--- src/rtl/sim_jtag.sv ---
// sim_jtag: on-chip replacement for a remote-bitbang JTAG host.
//
// Bit-bang commands are queued in a small FIFO and replayed onto the JTAG
// pins one command per tick (one tick every TICK_DELAY clock cycles while
// running). TDO is sampled on every applied pin command. An exit command
// freezes the driver and publishes {exit_code, 1'b1} on `exit`.
//
// Ports:
//   clock, reset            system clock, synchronous active-high reset
//   enable, init_done       both high (and no exit yet) => ticks run
//   cmd_valid/cmd_ready     command handshake
//   cmd_data[3:0]           {TCK, TMS, TDI, TRSTn} pin command
//   cmd_exit, cmd_exit_code exit command flag and 31-bit code
//   jtag_TCK/TMS/TDI/TRSTn  registered JTAG pin outputs
//   jtag_TDO_data/_driven   TDO from the target and its drive indication
//   tdo_valid, tdo_bit      one-cycle pulse + sampled TDO per pin command
//   exit[31:0]              0 while running, {code, 1'b1} after exit
module sim_jtag #(
    parameter int TICK_DELAY = 50,
    parameter int PORT       = 4567,
    parameter int FIFO_DEPTH = 4
) (
    input  logic        clock,
    input  logic        reset,
    input  logic        enable,
    input  logic        init_done,
    input  logic        cmd_valid,
    output logic        cmd_ready,
    input  logic [3:0]  cmd_data,
    input  logic        cmd_exit,
    input  logic [30:0] cmd_exit_code,
    output logic        jtag_TCK,
    output logic        jtag_TMS,
    output logic        jtag_TDI,
    output logic        jtag_TRSTn,
    input  logic        jtag_TDO_data,
    input  logic        jtag_TDO_driven,
    output logic        tdo_valid,
    output logic        tdo_bit,
    output logic [31:0] exit
);

    localparam int PTR_W = (FIFO_DEPTH > 1) ? $clog2(FIFO_DEPTH) : 1;
    localparam int CNT_W = (TICK_DELAY > 1) ? $clog2(TICK_DELAY) : 1;
    localparam int ENT_W = 36;

    localparam logic [CNT_W-1:0] RELOAD   = CNT_W'(TICK_DELAY - 1);
    localparam logic [PTR_W:0]   FULL_CNT = (PTR_W + 1)'(FIFO_DEPTH);

    // PORT is only an identifier for the harness; it has no function here.
    // Illegal parameter combinations leave this block populated as a marker.
    if (TICK_DELAY < 1 || FIFO_DEPTH < 2 || PORT < 0) begin : g_bad_params
    end

    // FIFO entry layout: {is_exit, exit_code[30:0], pins[3:0]}
    logic [ENT_W-1:0] mem_q [FIFO_DEPTH];
    logic [PTR_W-1:0] wr_ptr_q, wr_ptr_d;
    logic [PTR_W-1:0] rd_ptr_q, rd_ptr_d;
    logic [PTR_W:0]   count_q,  count_d;
    logic [CNT_W-1:0] cnt_q,    cnt_d;
    logic [3:0]       pins_q,   pins_d;
    logic             tdo_valid_q, tdo_valid_d;
    logic             tdo_bit_q,   tdo_bit_d;
    logic [31:0]      exit_q,   exit_d;

    logic             exited;
    logic             run;
    logic             tick;
    logic             ready;
    logic             push;
    logic             pop;
    logic [ENT_W-1:0] head;

    always_comb begin
        // exit_q[0] is set by every exit command, so it alone marks "exited".
        exited = exit_q[0];
        run    = enable && init_done && !exited;
        tick   = run && (cnt_q == '0);
        ready  = (count_q != FULL_CNT) && !exited;
        push   = cmd_valid && ready;
        // Pop is decided on the pre-push count, so a same-cycle push is
        // never bypassed to the pins.
        pop    = tick && (count_q != '0);
        head   = mem_q[rd_ptr_q];

        wr_ptr_d    = wr_ptr_q;
        rd_ptr_d    = rd_ptr_q;
        count_d     = count_q;
        pins_d      = pins_q;
        tdo_valid_d = 1'b0;
        tdo_bit_d   = tdo_bit_q;
        exit_d      = exit_q;

        if (!run || tick) begin
            cnt_d = RELOAD;
        end else begin
            cnt_d = cnt_q - CNT_W'(1);
        end

        if (pop) begin
            rd_ptr_d = rd_ptr_q + PTR_W'(1);
            if (head[ENT_W-1]) begin
                exit_d = {head[ENT_W-2:4], 1'b1};
            end else begin
                pins_d      = head[3:0];
                // TDO is taken in the tick cycle, before the new pins apply.
                tdo_bit_d   = jtag_TDO_driven ? jtag_TDO_data : 1'b0;
                tdo_valid_d = 1'b1;
            end
        end

        if (push) begin
            wr_ptr_d = wr_ptr_q + PTR_W'(1);
        end

        case ({push, pop})
            2'b10:   count_d = count_q + (PTR_W + 1)'(1);
            2'b01:   count_d = count_q - (PTR_W + 1)'(1);
            default: count_d = count_q;
        endcase
    end

    always_ff @(posedge clock) begin
        if (reset) begin
            wr_ptr_q    <= '0;
            rd_ptr_q    <= '0;
            count_q     <= '0;
            cnt_q       <= RELOAD;
            pins_q      <= 4'b0001;
            tdo_valid_q <= 1'b0;
            tdo_bit_q   <= 1'b0;
            exit_q      <= '0;
        end else begin
            wr_ptr_q    <= wr_ptr_d;
            rd_ptr_q    <= rd_ptr_d;
            count_q     <= count_d;
            cnt_q       <= cnt_d;
            pins_q      <= pins_d;
            tdo_valid_q <= tdo_valid_d;
            tdo_bit_q   <= tdo_bit_d;
            exit_q      <= exit_d;
        end
    end

    // Storage needs no reset: only entries counted by count_q are ever read.
    always_ff @(posedge clock) begin
        if (push) begin
            mem_q[wr_ptr_q] <= {cmd_exit, cmd_exit_code, cmd_data};
        end
    end

    assign cmd_ready  = ready;
    assign jtag_TCK   = pins_q[3];
    assign jtag_TMS   = pins_q[2];
    assign jtag_TDI   = pins_q[1];
    assign jtag_TRSTn = pins_q[0];
    assign tdo_valid  = tdo_valid_q;
    assign tdo_bit    = tdo_bit_q;
    assign exit       = exit_q;

endmodule

--- config.mk ---
export PLATFORM = sky130hd
export DESIGN_NAME = sim_jtag
export DESIGN_NICKNAME = d
export VERILOG_FILES = /design/src/rtl/sim_jtag.sv
export SDC_FILE = /design/constraint.sdc
export NUM_CORES = 1
export LEC_CHECK = 0
export CAP_MARGIN = 20
export CORE_MARGIN = 5
export CORE_UTILIZATION = 51
export DETAILED_ROUTE_END_ITERATION = 6
export GPL_ROUTABILITY_DRIVEN = 0
export GPL_TIMING_DRIVEN = 0
export PLACE_DENSITY_LB_ADDON = 0.12
export SETUP_SLACK_MARGIN = 0.1
export SLEW_MARGIN = 20
export SYNTH_ARGS = -nofsm -noshare
export SYNTH_HDL_FRONTEND = slang
export SYNTH_SLANG_ARGS = --single-unit
--- constraint.sdc ---
create_clock -name clock -period 2.3 [get_ports clock]
set_input_delay 0.23 -clock clock [delete_from_list [all_inputs] [get_ports clock]]
set_output_delay 0.23 -clock clock [all_outputs]
set_load 0.02 [all_outputs]
==> out/summary.txt <==
======================================================================================================
Number of CTS-inserted buffers ..........................................................           17
Instance count of the mapped netlist ....................................................          453
Sinks on the clock net ..................................................................          197
Launching element type of the critical path .............................................    flip-flop
Most instantiated cells after synthesis ................................................. edfxtp_1, dfxtp_1, a21oi_1
Die height ..............................................................................     133.2 um
Number of distinct library cells after synthesis ........................................           37
Fraction of final layout cells with drive strength greater than 1 .......................       24.83%
Overall fraction of global-route tracks in use ..........................................       18.70%
RSZ-0062 raised after global routing ....................................................         true
Slew Limit Fails ........................................................................            0
Critical path required time .............................................................      2.65 ns
Final worst path period need ............................................................     2.222 ns
Reported leakage power ..................................................................     3.014 nW
Area enclosed by the die boundary .......................................................  0.01774 mm2
Via count normalized by instance count ..................................................        5.716
Average wire per cell in the routed design ..............................................     20.87 um
Depth of the CTS H-tree .................................................................            4
Hold-fix buffers at CTS .................................................................            0
Final setup violation count .............................................................            0
Non-Filler Cell Area, Final ............................................................. 0.009529 mm2
Number of detailed-route iterations in the first pass ...................................            5
Critical hold path startpoint ...........................................................     cnt_q[0]
Area growth from synthesis to final layout ..............................................       23.12%
Via total after detailed routing ........................................................         4344
Most repeated cell in the gate-level netlist after synthesis ............................     edfxtp_1
Number of input and output port buffers inserted ........................................           81
Final Cycle Share .......................................................................       96.59%
Arr. time, crit path ....................................................................      2.57 ns
Run status .............................................................................. complete, no violations
CP Max Fanout ...........................................................................            4
DRC errors left .........................................................................            0
Count of flip-flops with a built-in enable after synthesis ..............................          144
First-pass GRT wire length ..............................................................     25120 um
Clock transition at the register clock pins on the worst setup and hold paths after CTS .      0.07 ns
Worst reg-to-reg setup slack ............................................................      0.08 ns
Utilization of the core after routing ...................................................       63.39%
Category of the critical setup timing path .............................................. flip-flop to flip-flop
Class of the tightest hold or removal check ............................................. flip-flop to flip-flop
Post-detailed-placement cell area ....................................................... 0.008892 mm2
Initial cell density of the core ........................................................       51.49%
Avg Cell Area, Syn ......................................................................    17.09 um2
Worst reg-to-reg path cell count ........................................................           10
Proportion of netlist area held by the largest area contributor .........................       55.87%
Insertion delay of the later-clocked pin in the worst-skew pair .........................      0.42 ns
Number of maximum-capacitance violations ................................................            0
End of the worst register-to-register path ..............................................   count_q[2]
Post-detailed-routing wire length .......................................................     15860 um
Post-synthesis cell type with the largest combined area .................................     edfxtp_1
# diodes ................................................................................            0
Max Clk Rate ............................................................................   0.4501 GHz
Main area contributors after synthesis .................................................. edfxtp_1, dfxtp_1, mux4_2, o31ai_2, nand4_1
Worst-case clock buffer depth ...........................................................            2
CTS root buf ............................................................................    clkbuf_16
Final Hold Fails ........................................................................            0
End point of the worst hold path ........................................................     cnt_q[0]
Worst-Margin Slew .......................................................................    0.6277 ns
Number of I/O pins ......................................................................           82
Worst voltage drop across the vdd grid ..................................................     580.6 uV
Total congestion overflow ...............................................................            0
Violation count after the first detailed-route iteration ................................          308
FFs w/ async S/R, synth .................................................................           0%
R2r startpoint ..........................................................................      exit[0]
Core ar. ................................................................................  0.01503 mm2
Post-Synthesis Net Count ................................................................          504
Post-synthesis instance area ............................................................ 0.007740 mm2
Routed Antenna Nets .....................................................................            0
Type of destination of the critical path ................................................    flip-flop
Sequential fraction of the synthesis area ...............................................       69.58%
Antenna violations before repair ........................................................            0
Standard-cell row count .................................................................           45
Vias in the first global route ..........................................................         4595
Ratio of total power to cell area ....................................................... 773.3 mW/mm2
Net total in the final layout ...........................................................          611
Rel. slew slack .........................................................................       58.15%
Hpwl dp .................................................................................     10480 um
Largest net degree at the start of global routing .......................................           22
Width of the die ........................................................................     133.2 um
Clock tree from TritonCTS ...............................................................         done
Number of cells traversed by the worst hold path ........................................            1
Main synth FF type ......................................................................     edfxtp_1
Number of warnings printed during yosys synthesis .......................................            0
Clock skew ..............................................................................  0.008869 ns
Flip-flop and latch count after synthesis ...............................................          197
======================================================================================================
## sequential cells by signal, indices dropped and copies added, names as in the netlist, named ones only
register	count
pins_q	4
cnt_q	6
count_q	3
exit	32
rd_ptr_q	2
tdo_bit	1
tdo_valid	1
mem_q	144
wr_ptr_q	2
## placed cells by master, fill, tap and decap left out, types with 11 or more instances in the layout
cell | netlist | routed
o31ai_2 | 28 | 28
clkbuf_16 | 0 | 17
buf_2 | 13 | 12
a21oi_1 | 38 | 38
dfxtp_1 | 53 | 51
mux4_2 | 35 | 35
buf_4 | 8 | 12
clkdlybuf4s50_1 | 0 | 81
clkbuf_1 | 9 | 11
edfxtp_1 | 144 | 144
nor2_1 | 18 | 17
inv_1 | 11 | 11
nand4_1 | 33 | 33
## metrics by stage
stage / std cells / TNS [ns] / total power, W / hold slack [ns] / setup WS, ns
4_1_cts: 760 / 0 / 0.007426 / 0.4016 / 0.09983
2_1_floorplan: 453 / 0 / 0.004293 / 0.3289 / 0.1104
6_report: 760 / 0 / 0.007369 / 0.4023 / 0.07844
3_5_place_dp: 726 / -7.370 / 0.004519 / 0.3873 / -0.3102
5_1_grt: 760 / -0.005488 / 0.007640 / 0.4064 / -0.005488
3_3_place_gp: 722 / -138.68 / 0.004481 / 0.3863 / -0.9719
## final cells by class
class | instances | area, um2
Clock buffer | 19 | 432.9
Buffer | 34 | 206.4
Tap cell | 188 | 235.2
Sequential cell | 197 | 5390
Clock inverter | 12 | 153.9
Fill cell | 1067 | 5504
Timing Repair Buffer | 88 | 920.9
Inverter | 11 | 41.29
Multi-Input combinational cell | 211 | 2148
## timing repair
item | in CTS | in global routing
hold endpoints to repair | 0 | 0
pin swaps | 3 | 0
cloned | 0 | 0
gates resized for setup | 4 | 3
endpoints found under the setup margin | 21 | 62
setup buffers | 3 | 0
## power by group
group          switching [W]  total, W  internal (W)  leakage [nW]
clock                0.00122   0.00292       0.00171         0.281
sequential         0.0000340   0.00399       0.00395          1.75
combinational       0.000266  0.000458      0.000191         0.981
## how the worst max path moves through the flow
stage,slack (ns),endpoint,cells after the start,start
after floorplan,0.11,count_q[2],10,exit[0]
after CTS,0.1,count_q[2],10,exit[0]
after detailed placement,-0.31,count_q[2],11,enable
final,0.08,count_q[2],10,exit[0]
after global placement,-0.97,mem_q[0][8],4,cmd_valid
after global routing,-0.005,count_q[2],10,exit[0]
## routing by layer
layer	vias to the layer above	global-route usage (%)	share of wire (%)
met5	-	0	0
met3	10	4.872	5.0
met2	108	32.48	53
li1	2010	-	-
met1	2216	23.90	42
met4	0	4.000	0.64
## kinds of logic (layout without fill, tap and decap cells)
group | Yosys count | in the layout | share of synthesized area (%)
AOI/OAI and AO/OA | 81 | 81 | 8.455
adders and majority gates | 8 | 8 | 1.390
DFF | 197 | 197 | 69.58
and+or+nand+nor | 74 | 74 | 5.335
buffers and inverters | 45 | 164 | 3.168
muxes | 41 | 41 | 11.28
xor gates and xnor gates | 7 | 7 | 0.7921
## critical path, stage by stage (launching register included)
cell and delay, ns:
dfxtp_4 0.35, nand3b_4 0.17, or2_4 0.26, buf_6 0.12, nor2_4 0.13, ha_4 0.15, inv_1 0.05, fa_2 0.32
xor2_1 0.15, or3_1 0.31, a21oi_1 0.13
(Power assumes the default switching activity.)
